$ cat src/rtl/fetch_if.sv
`default_nettype none
// ============================================================================
//  Module      : fetch_if
//  Description : Handshake/bus bundle between the fetch stage and its
//                environment (hazard unit, decode, instruction memory).
//                  master : the fetch stage (drives im_addr and D_* outputs)
//                  slave  : the environment (drives control, redirect, im_rdata)
//  Signals     : stall, flush, redirect, redirect_pc  -> fetch
//                im_rdata                              -> fetch
//                im_addr, D_instr, D_pc, D_pc8,
//                D_valid, D_exc_adel                   <- fetch
//  Revision    : 1.0 - initial release
// ============================================================================
interface fetch_if;
    logic        stall;
    logic        flush;
    logic        redirect;
    logic [31:0] redirect_pc;
    logic [31:0] im_addr;
    logic [31:0] im_rdata;
    logic [31:0] D_instr;
    logic [31:0] D_pc;
    logic [31:0] D_pc8;
    logic        D_valid;
    logic        D_exc_adel;

    modport master (
        input  stall, flush, redirect, redirect_pc, im_rdata,
        output im_addr, D_instr, D_pc, D_pc8, D_valid, D_exc_adel
    );

    modport slave (
        output stall, flush, redirect, redirect_pc, im_rdata,
        input  im_addr, D_instr, D_pc, D_pc8, D_valid, D_exc_adel
    );
endinterface
`default_nettype wire

$ cat src/rtl/fetch_stage.sv
`default_nettype none
// ============================================================================
//  Module      : fetch_stage
//  Description : Instruction fetch stage with PC register and IF/ID pipeline
//                register. Branch/jump redirects resolved in decode have one
//                delay slot: the instruction fetched alongside the redirect
//                still enters IF/ID.
//  Parameters  : RESET_PC  - first fetch address after reset
//                IM_WORDS  - instruction memory size in 32-bit words
//  Ports       : clk       - clock, rising edge
//                reset     - asynchronous, active-low reset
//                bus       - fetch_if.master (control in, im_addr/D_* out)
//  Options     : FETCH_ADEL_CHECK_EN - when defined, misaligned or
//                out-of-range fetch addresses are flagged on D_exc_adel and
//                the fetched word is replaced by 0.
//  Revision    : 1.0 - initial release
// ============================================================================
module fetch_stage #(
    parameter logic [31:0] RESET_PC = 32'h0000_3000,
    parameter int          IM_WORDS = 4096
) (
    input  wire logic   clk,
    input  wire logic   reset,
    fetch_if.master     bus
);

    // ------------------------------------------------------------------------
    // State: F_pc and the IF/ID register. Nothing else is stored.
    // ------------------------------------------------------------------------
    logic [31:0] F_pc_q,       F_pc_d;
    logic [31:0] D_instr_q,    D_instr_d;
    logic [31:0] D_pc_q,       D_pc_d;
    logic [31:0] D_pc8_q,      D_pc8_d;
    logic        D_valid_q,    D_valid_d;
    logic        D_exc_adel_q, D_exc_adel_d;

    logic [31:0] w_pc_plus4;
    logic [31:0] w_pc_plus8;
    logic        w_adel;

    // Additions wrap modulo 2^32 by truncation to 32 bits.
    assign w_pc_plus4 = F_pc_q + 32'd4;
    assign w_pc_plus8 = F_pc_q + 32'd8;

`ifdef FETCH_ADEL_CHECK_EN
    // End of the instruction window, computed in 33 bits so a window that
    // reaches the top of the address space does not wrap to a small value.
    localparam logic [32:0] C_IM_END = {1'b0, RESET_PC} + (33'(IM_WORDS) * 33'd4);

    assign w_adel = (F_pc_q[1:0] != 2'b00)
                 || (F_pc_q < RESET_PC)
                 || ({1'b0, F_pc_q} >= C_IM_END);
`else
    assign w_adel = 1'b0;
`endif

    // ------------------------------------------------------------------------
    // Next-state logic. The redirect target is taken by the PC independently
    // of flush, so a simultaneous redirect+flush both take effect.
    // ------------------------------------------------------------------------
    always_comb begin
        F_pc_d       = bus.redirect ? bus.redirect_pc : w_pc_plus4;
        D_pc_d       = F_pc_q;
        D_pc8_d      = w_pc_plus8;
        D_instr_d    = bus.im_rdata;
        D_valid_d    = 1'b1;
        D_exc_adel_d = 1'b0;

        if (bus.flush) begin
            // Bubble: the PC fields still track F_pc so the slot is traceable.
            D_instr_d    = 32'h0;
            D_valid_d    = 1'b0;
        end else if (w_adel) begin
            // A faulting fetch is a real slot carrying the exception flag;
            // the memory word is not trusted.
            D_instr_d    = 32'h0;
            D_exc_adel_d = 1'b1;
        end
    end

    // ------------------------------------------------------------------------
    // Registers. Stall freezes everything and masks redirect/flush.
    // ------------------------------------------------------------------------
    always_ff @(posedge clk or negedge reset) begin
        if (!reset) begin
            F_pc_q       <= RESET_PC;
            D_instr_q    <= 32'h0;
            D_pc_q       <= RESET_PC;
            D_pc8_q      <= RESET_PC + 32'd8;
            D_valid_q    <= 1'b0;
            D_exc_adel_q <= 1'b0;
        end else if (!bus.stall) begin
            F_pc_q       <= F_pc_d;
            D_instr_q    <= D_instr_d;
            D_pc_q       <= D_pc_d;
            D_pc8_q      <= D_pc8_d;
            D_valid_q    <= D_valid_d;
            D_exc_adel_q <= D_exc_adel_d;
        end
    end

    // ------------------------------------------------------------------------
    // Outputs
    // ------------------------------------------------------------------------
    assign bus.im_addr    = F_pc_q;
    assign bus.D_instr    = D_instr_q;
    assign bus.D_pc       = D_pc_q;
    assign bus.D_pc8      = D_pc8_q;
    assign bus.D_valid    = D_valid_q;
    assign bus.D_exc_adel = D_exc_adel_q;

endmodule
`default_nettype wire

$ cat src/flat_wrapper.sv
// flat-port wrapper written by rule: the top's interface ports become plain ports
module fetch_stage_flat 
#(
    parameter logic [31:0] RESET_PC = 32'h0000_3000,
    parameter int          IM_WORDS = 4096
)
  (clk, reset, bus_stall, bus_flush, bus_redirect, bus_redirect_pc, bus_im_rdata, bus_im_addr, bus_D_instr, bus_D_pc, bus_D_pc8, bus_D_valid, bus_D_exc_adel);
  fetch_if bus_i ();
  input  wire logic clk;
  input  wire logic reset;
  input wire logic [$bits(bus_i.stall)-1:0] bus_stall;
  input wire logic [$bits(bus_i.flush)-1:0] bus_flush;
  input wire logic [$bits(bus_i.redirect)-1:0] bus_redirect;
  input wire logic [$bits(bus_i.redirect_pc)-1:0] bus_redirect_pc;
  input wire logic [$bits(bus_i.im_rdata)-1:0] bus_im_rdata;
  output wire logic [$bits(bus_i.im_addr)-1:0] bus_im_addr;
  output wire logic [$bits(bus_i.D_instr)-1:0] bus_D_instr;
  output wire logic [$bits(bus_i.D_pc)-1:0] bus_D_pc;
  output wire logic [$bits(bus_i.D_pc8)-1:0] bus_D_pc8;
  output wire logic [$bits(bus_i.D_valid)-1:0] bus_D_valid;
  output wire logic [$bits(bus_i.D_exc_adel)-1:0] bus_D_exc_adel;
  assign bus_i.stall = bus_stall;
  assign bus_i.flush = bus_flush;
  assign bus_i.redirect = bus_redirect;
  assign bus_i.redirect_pc = bus_redirect_pc;
  assign bus_i.im_rdata = bus_im_rdata;
  assign bus_im_addr = bus_i.im_addr;
  assign bus_D_instr = bus_i.D_instr;
  assign bus_D_pc = bus_i.D_pc;
  assign bus_D_pc8 = bus_i.D_pc8;
  assign bus_D_valid = bus_i.D_valid;
  assign bus_D_exc_adel = bus_i.D_exc_adel;
  fetch_stage #(.RESET_PC(RESET_PC), .IM_WORDS(IM_WORDS)) u_core (.clk(clk), .reset(reset), .bus(bus_i));
endmodule
$ cat config.mk
export PLATFORM = sky130hd
export DESIGN_NAME = fetch_stage_flat
export DESIGN_NICKNAME = d
export VERILOG_FILES = /design/src/rtl/fetch_if.sv /design/src/rtl/fetch_stage.sv /design/src/flat_wrapper.sv
export SDC_FILE = /design/constraint.sdc
export NUM_CORES = 1
export LEC_CHECK = 0
export ABC_AREA = 1
export ABC_CLOCK_PERIOD_IN_PS = 4000
export BUFFER_PORTS_ARGS = -buffer_cell sky130_fd_sc_hd__buf_2
export CAP_MARGIN = 20
export CORE_UTILIZATION = 53
export CTS_BUF_LIST = sky130_fd_sc_hd__clkbuf_2
export CTS_CLUSTER_SIZE = 28
export DETAILED_ROUTE_END_ITERATION = 16
export GPL_TIMING_DRIVEN = 0
export PLACE_DENSITY_LB_ADDON = 0.08
export SLEW_MARGIN = 25
export SYNTH_ARGS = -nofsm -noshare
export SYNTH_HDL_FRONTEND = slang
export SYNTH_SLANG_ARGS = --single-unit
export TNS_END_PERCENT = 10
$ cat constraint.sdc
create_clock -name clk -period 4 [get_ports clk]
set_input_delay 0.2 -clock clk [delete_from_list [all_inputs] [get_ports clk]]
set_output_delay 0.2 -clock clk [all_outputs]
set_load 0.01 [all_outputs]
## Word-level counts from Yosys, hierarchy flattened

Index checks and enable logic that the tools add are counted.
W data, S select, Z words.

| storage, ports and cells | value |
|---|---|
| register bits | 129 |
| bits in latches | 0 |
| bits in writable memories | 0 |
| bits in read-only memories | 0 |
| bits of input ports | 69 |
| output and inout bits | 130 |
| logic and storage cells | 10 |
| memories kept | 0 |

| operators by class | value |
|---|---|
| add/subtract/negate cells | 2 |
| $mul | 0 |
| div/mod/pow operators | 0 |
| magnitude comparators | 0 |
| equality and inequality tests | 0 |
| shift operators | 0 |
| muxes and demuxes | 3 |
| bitwise logic cells | 0 |
| reduce and logical (&&, ||, !) cells | 0 |

Operators by type and width:

| cell | number |
|---|---|
| $mux W32 | 2 |
| $add A32 B3 Y32 const B | 1 |
| $add A32 B4 Y32 const B | 1 |
| $mux W1 | 1 |

## Longest topological paths before layout

Gate-level depths: netlist of run 1.

| logic depth | value |
|---|---|
| depth in word-level cells | 2 |
| gate-level depth with buffers | 10 |

## Least setup slack after synthesis of run 1

No wires, ideal clock.

| timing | value |
|---|---|
| path type | reg-to-reg |
| start | register u_core.F_pc_q[3] (netlist: u_core.bus.im_addr[3]) |
| end | register u_core.D_pc8_q[25] (netlist: u_core.bus.D_pc8[25]) |
| setup time | 0.124 ns |
| data arrival time | 1.450 ns |
| required time | 3.876 ns |
| slack | 2.426 ns |
| cell stages (with the launch flop) | 11 |
| period minus slack after synthesis | 1.574 ns |
| cells stage by stage | dfrtp_1 -> ha_1 -> inv_1 -> nor2_2 -> nand2_4 -> nor2_4 -> nand2_2 -> inv_2 -> nand2_1 -> nand2_1 -> nand3_1 |

| between the ends | value |
|---|---|
| longest elaborated chain between the ends | 1 |

Ends and longest elaborated chain:

| item | RTL line | source |
|---|---|---|
| from (decl) | fetch_stage.sv:30 | `logic [31:0] F_pc_q, F_pc_d;` |
| from (signal assigned) | fetch_stage.sv:93 | `F_pc_q <= F_pc_d;` |
| $add A32 B4 Y32 | fetch_stage.sv:43 | `assign w_pc_plus8 = F_pc_q + 32'd8;` |
| to (signal assigned) | fetch_stage.sv:89 | `D_pc8_q <= RESET_PC + 32'd8;` |
| to (signal assigned) | fetch_stage.sv:96 | `D_pc8_q <= D_pc8_d;` |
| to (decl) | fetch_stage.sv:33 | `logic [31:0] D_pc8_q, D_pc8_d;` |

Every way passes these cells.
A chain may end at the register's enable or synchronous reset.

## Worst setup path in the final report of run 1

| timing | value |
|---|---|
| start | register u_core.F_pc_q[2] (netlist: u_core.bus.im_addr[2]) |
| end | register u_core.F_pc_q[18] (netlist: u_core.bus.im_addr[18]) |

| between the ends | value |
|---|---|
| longest elaborated chain between the ends | 2 |

Ends and longest elaborated chain:

| item | RTL line | source |
|---|---|---|
| $add A32 B3 Y32 | fetch_stage.sv:42 | `assign w_pc_plus4 = F_pc_q + 32'd4;` |
| $mux W32 | fetch_stage.sv:62 | `F_pc_d = bus.redirect ? bus.redirect_pc : w_pc_plus4;` |

Every way passes these cells.

==> impl_metrics.json, run 1 <==
{
  "dp_hpwl_um": 14300,
  "grt_pass1_wl_um": 33100,
  "drtPass1Iterations": 6,
  "area_growth_pct": 34.8,
  "antenna_found_initial": 0,
  "min_period_over_period_pct": 60.9,
  "ctsResizeCount": 0,
  "hold_viol": 0,
  "die_h_um": 111,
  "syn_inst": 821,
  "power_mw": 3.18,
  "coreArea_um2": 11500,
  "die_area_um2": 12300,
  "fin_crit_ps": 2440,
  "synthAdderAreaFrac_pct": 0.399,
  "cts.htree.levels": 4,
  "dr.first_iter.drc_count": 556,
  "gr-max-usage-layer": "met2",
  "grt_max_degree": 84,
  "use_met1_pct": 43.8,
  "path_clk_slew_ps": 200,
  "power_density_nw_per_um2": 376,
  "num_vias": 6723,
  "worstPathArrival_ps": 3090,
  "critPathRequiredTime_ps": 4650,
  "numCtsBuffers": 17,
  "path_buf_inv": 3,
  "wirelength_um": 21000,
  "finalSetupTns_ps": 0,
  "synthXorXnorAreaFrac_pct": 0.419,
  "die_x_um": 111,
  "multiInputGateArea_um2": 2590,
  "cap_violations": 0,
  "gr-usage-met2_pct": 57.3,
  "critical_path_class": "register to register",
  "start_kind": "register",
  "io_pins": 199,
  "synth.area.mux_share_pct": 0,
  "globalRouteTotalUtil_pct": 34.8,
  "hold_slack_ps": 31.5,
  "drc": 0,
  "overflow": 0,
  "crit_top_cell": "inv_1",
  "routed_via_density": 5.30,
  "synth-seq-area-share_pct": 50.4,
  "r2r_cells": 10,
  "ir_drop_uv": 225,
  "clock-sinks": 126,
  "final_util_pct": 73.8,
  "critical-path-top-delay-family": "buffers and inverters",
  "finalMaxSlewViolations": 0,
  "status": "completed",
  "setup_viol_count_final": 0,
  "layout.cells.non_filler": 1268,
  "end_kind": "register",
  "synthDistinctLibCells": 34,
  "drtAntennaViolNets": 0,
  "clock_path_buffers": 2,
  "wl_per_cell_um": 16.6,
  "dpl.cell_count": 1160,
  "fillers": 924,
  "yosys_warnings": 0,
  "max_freq_ghz": 0.410,
  "avgSynthCellArea_um2": 7.64,
  "grt_pass1_vias": 6433,
  "synth_seq_cells": 126,
  "clock_latency_ps": 700,
  "finClkSkew_ps": 25.5,
  "worstPathMaxFanout": 8,
  "rsz0062_at_grt": "no",
  "cp.depth": 10,
  "drive_gt1_share_pct": 25.0,
  "hold_class": "input pin to asynchronous set/reset pin",
  "clockRootBuffer": "clkbuf_2",
  "slew_headroom_pct": 47.1,
  "num_rows": 39,
  "regArea_um2": 3160,
  "cpPeakStageDelay_ps": 640,
  "synth_compound_area_share_pct": 9.39,
  "cp_cell_sequence": "ha_1, inv_1, nor2_1, nand2_4, nor2_4, nand2_1, nand3_1, o211ai_1, dlygate4sd3_1, inv_1",
  "synth_area_um2": 6280,
  "routabilityCongestion": 0.932,
  "fin_nets": 1183,
  "initial_utilization_pct": 54.7,
  "cellLeakagePower_nw": 4.44,
  "met3_usage_pct": 9.40,
  "yosys.area_share.simple_pct": 31.1,
  "syn_nets": 892,
  "io_buffers": 195,
  "cts_tree": "built",
  "antennaDiodeCount": 0,
  "worstMarginPinSlew_ps": 793,
  "crit_slowest_cell": "dfrtp_1",
  "synth_top_family_by_area": "simple AND/OR/NAND/NOR gates"
}
## registers in the layout, indices dropped and copies added (netlist names)
name,cells
u_core.bus.D_valid,1
u_core.bus.im_addr,32
u_core.bus.D_instr,32
u_core.bus.D_pc,29
u_core.bus.D_pc8,32
## routing by layer
metal,vias up,wire [um],share of wire [%]
met2,364,9860,47
met1,3129,8430,40
met4,0,689,3.3
met3,55,2040,9.7
met5,-,0,0
li1,3175,-,-
## worst reg2reg max path, delay by kind of cell (launching register included)
| kind | cells | cell delay [ps] |
|---|---|---|
| AOI/OAI and AO/OA | 1 | 90 |
| adders and majority gates | 1 | 370 |
| buffers and inverters | 3 | 700 |
| DFF | 1 | 640 |
| and+or+nand+nor | 5 | 590 |
## cells in the final DEF, fill, tap and decap left out, types with 3 or more instances in the layout
cell / netlist / layout
nand4_1: 10 / 10
nor2_4: 6 / 6
nand3_1: 70 / 70
a22oi_1: 7 / 7
dlygate4sd3_1: 0 / 75
inv_1: 87 / 87
nand2_1: 276 / 276
buf_1: 8 / 8
a31oi_1: 4 / 4
clkinv_2: 0 / 6
o21ai_0: 67 / 67
inv_2: 3 / 3
buf_2: 7 / 201
nor2_1: 67 / 67
clkbuf_1: 17 / 17
o211ai_1: 11 / 11
nor3_1: 3 / 3
clkbuf_2: 0 / 19
buf_4: 7 / 7
nand2_2: 7 / 7
a21oi_1: 6 / 6
xor2_1: 3 / 3
dfstp_2: 7 / 7
dfrtp_1: 119 / 119
clkinvlp_4: 0 / 4
nor2_2: 11 / 11
## synth_stat cells (all sizes together)
cell / instances / area (um^2)
nand2: 285 / 1100
dfrtp: 119 / 2980
inv: 90 / 338
nor2: 84 / 388
nand3: 70 / 350
o21ai: 69 / 345
buf: 22 / 118
clkbuf: 17 / 63.8
o211ai: 11 / 82.6
nand4: 10 / 62.6
a22oi: 7 / 52.6
dfstp: 7 / 184
a21oi: 6 / 30.0
nor3: 5 / 35.0
a31oi: 4 / 25.0
xor2: 3 / 26.3
ha: 2 / 25.0
o21a: 2 / 15.0
o221ai: 2 / 17.5
a211oi: 1 / 7.51
conb: 1 / 3.75
nor4: 1 / 6.26
o22ai: 1 / 6.26
o31ai: 1 / 7.51
or2: 1 / 6.26
## worst paths after layout
path,slack (ps),endpoint,start
setup reg to reg,1560,u_core.bus.im_addr[18]$_DFFE_PN0N_,u_core.bus.im_addr[2]$_DFFE_PN0N_
hold reg to reg,500,u_core.bus.D_pc[3]$_DFFE_PN0N_,u_core.bus.D_pc[3]$_DFFE_PN0N_
max in group asynchronous,3540,u_core.bus.D_pc[13]$_DFFE_PN1N_,reset
hold / removal,30,u_core.bus.im_addr[13]$_DFFE_PN1N_,reset
min in group clk,50,u_core.bus.im_addr[14]$_DFFE_PN0N_,bus_redirect
setup / recovery,1560,u_core.bus.im_addr[18]$_DFFE_PN0N_,u_core.bus.im_addr[2]$_DFFE_PN0N_
## report_power, final
part	leakage, nW	internal, mW	total, mW	switching [mW]
logic	2.78	0.335	0.814	0.479
registers	1.53	1.44	1.60	0.155
clock network	0.133	0.281	0.772	0.491
## final cells by class
cell class	instances	share of cell area [%]
Buffer	39	2.14
Clock buffer	19	1.12
Clock inverter	13	1.46
Inverter	90	3.99
Multi-Input combinational cell	566	30.7
Sequential cell	126	37.4
Tap cell	143	2.12
Timing Repair Buffer	272	21.1
## cells by family (layout without fill, tap and decap cells)
group                      count (synthesis)  in the layout
and+or+nand+nor                          456            456
buffers and inverters                    129            433
DFF                                      126            126
AOI/OAI and AO/OA                        104            104
xor gates and xnor gates                   3              3
adders and majority gates                  2              2
other                                      1              1
## metrics by stage
step	worst slack, ps	instance area, um^2
after detailed placement	2080	7470
after CTS	1640	8460
after global routing	1520	8460
after global placement	1100	7430
final	1560	8460
after floorplan	2430	6280
## repair_timing
action / CTS / global route
setup buffers: 0 / 0
endpoints found under the hold margin: 187 / 0
hold buffers: 76 / 0
(Power assumes the default switching activity.)
==> inputs of run 2 (changes only) <==
Settings changed: ABC_CLOCK_PERIOD_IN_PS 4000 to 2500.
Clock period 4 ns to 2.5 ns, I/O delays scaled along.
==> impl_metrics.json, run 2 (same netlist as run 1, synthesis figures left out) <==
{
  "critical_path_class": "register to register",
  "wl_per_cell_um": 16.6,
  "clock_latency_ps": 680,
  "ir_drop_uv": 359,
  "worstPathArrival_ps": 3050,
  "drive_gt1_share_pct": 24.9,
  "cts.htree.levels": 4,
  "fin_crit_ps": 2410,
  "num_vias": 6876,
  "setup_viol_count_final": 0,
  "hold_viol": 0,
  "globalRouteTotalUtil_pct": 35.3,
  "final_common_cell": "nand2_1",
  "drtPass1Iterations": 5,
  "crit_top_cell": "inv_1",
  "finalSetupTns_ps": 0,
  "finClkSkew_ps": 25.7,
  "worst_slack_ps": 85.4,
  "slew_headroom_pct": 45.5,
  "end_kind": "register",
  "antenna_found_initial": 0,
  "path_buf_inv": 3,
  "path_clk_slew_ps": 200,
  "cpPeakStageDelay_ps": 630,
  "clock_path_buffers": 2,
  "grt_pass1_wl_um": 33600,
  "drc": 0,
  "start_kind": "register",
  "multiInputGateArea_um2": 2590,
  "io_pins": 199,
  "hold_class": "input pin to register",
  "overflow": 0,
  "grt_max_degree": 84,
  "dp_hpwl_um": 14300,
  "die_x_um": 111,
  "crit_slowest_cell": "dfrtp_1",
  "worstMarginPinSlew_ps": 817,
  "die_h_um": 111,
  "max_freq_ghz": 0.414,
  "dr.first_iter.drc_count": 575,
  "routabilityCongestion": 0.932,
  "cp_cell_sequence": "ha_1, inv_1, nor2_1, nand2_4, nor2_4, nand2_1, nand3_1, o211ai_1, dlygate4sd3_1, inv_1",
  "clock-sinks": 126,
  "coreArea_um2": 11500,
  "status": "completed",
  "dp_slack_ps": 581,
  "critical-path-top-delay-family": "buffers and inverters",
  "fillers": 904,
  "die_area_um2": 12300,
  "drtAntennaViolNets": 0,
  "clockRootBuffer": "clkbuf_2",
  "worstPathMaxFanout": 8,
  "dpl.cell_count": 1160,
  "initial_utilization_pct": 54.7,
  "regArea_um2": 3160,
  "min_period_over_period_pct": 96.6,
  "power_density_nw_per_um2": 598,
  "critPathRequiredTime_ps": 3140,
  "cellLeakagePower_nw": 4.52,
  "cap_violations": 0,
  "finalMaxSlewViolations": 0,
  "antennaDiodeCount": 0,
  "io_buffers": 195,
  "cts_tree": "built",
  "area_growth_pct": 36.9,
  "rsz0062_at_grt": "no",
  "grt_pass1_vias": 6591,
  "hold_slack_ps": 126,
  "final_cell_mix": "nand2_1, buf_2, dfrtp_1, inv_1, dlygate4sd3_1",
  "fin_nets": 1197,
  "numCtsBuffers": 17,
  "num_rows": 39,
  "routed_via_density": 5.36,
  "wirelength_um": 21300,
  "layout.cells.non_filler": 1282
}
[run 2: cell types whose count changed in the layout (fill, tap and decap cells not counted)]
cell           change
dfrtp_2            +1
dlygate4sd3_1     +12
dfrtp_1            -1
buf_4              +2
[run 2: where the power goes]
part           total [mW]  switching, mW  internal (mW)  leakage (nW)
Sequential           2.56          0.248           2.31          1.53
Clock                1.23          0.785          0.449         0.133
Combinational        1.35          0.779          0.570          2.85
[run 2: layout make-up]
type / instances / share of cell area, %
multi-input combinational: 566 / 30.2
tap: 143 / 2.08
inverter: 90 / 3.93
sequential: 126 / 36.8
buffer: 39 / 2.11
clock inverter: 13 / 1.44
timing repair buffer: 286 / 22.3
clock buffer: 19 / 1.11
[run 2: worst paths after layout]
path,startpoint,slack (ps),end,depth (start not counted)
setup / recovery,u_core.bus.im_addr[2]$_DFFE_PN0N_,90,u_core.bus.im_addr[18]$_DFFE_PN0N_,10
hold / removal,bus_flush,130,u_core.bus.D_valid$_DFFE_PN0N_,4
setup reg to reg,u_core.bus.im_addr[2]$_DFFE_PN0N_,90,u_core.bus.im_addr[18]$_DFFE_PN0N_,10
hold reg to reg,u_core.bus.D_pc[13]$_DFFE_PN1N_,500,u_core.bus.D_pc[13]$_DFFE_PN1N_,2
max in group asynchronous,reset,1570,u_core.bus.D_pc[13]$_DFFE_PN1N_,4
min in group asynchronous,reset,490,u_core.bus.im_addr[13]$_DFFE_PN1N_,3
[run 2: worst reg2reg max path: stages, from the launching register on]
cell and delay, ps:
dfrtp_1 630, ha_1 370, inv_1 70, nor2_1 190, nand2_4 110, nor2_4 160
nand2_1 70, nand3_1 70, o211ai_1 80, dlygate4sd3_1 580, inv_1 50
[run 2: routing by layer]
layer / global-route usage, % / wire, um / vias to the layer above
met5: 0 / 0 / -
met4: 14.7 / 629 / 0
met3: 9.62 / 2170 / 63
met2: 58.5 / 10100 / 401
met1: 43.7 / 8370 / 3203
li1: - / - / 3209
[run 2: per-stage QoR]
stage | power, mW | area (um^2) | util, %
2_1_floorplan | 3.18 | 6280 | -
3_3_place_gp | 3.74 | 7430 | 64.8
3_5_place_dp | 3.76 | 7470 | 65.1
4_1_cts | 5.11 | 8580 | 74.8
5_1_grt | 5.39 | 8590 | 74.9
6_report | 5.14 | 8590 | 74.9
[run 2: repair_timing]
| item | CTS | global route |
|---|---|---|
| hold buffers | 88 | 0 |
| endpoints found under the setup margin | 0 | 1 |
| resized for setup | 0 | 1 |
| hold endpoints to repair | 194 | 0 |
| setup buffers | 0 | 2 |
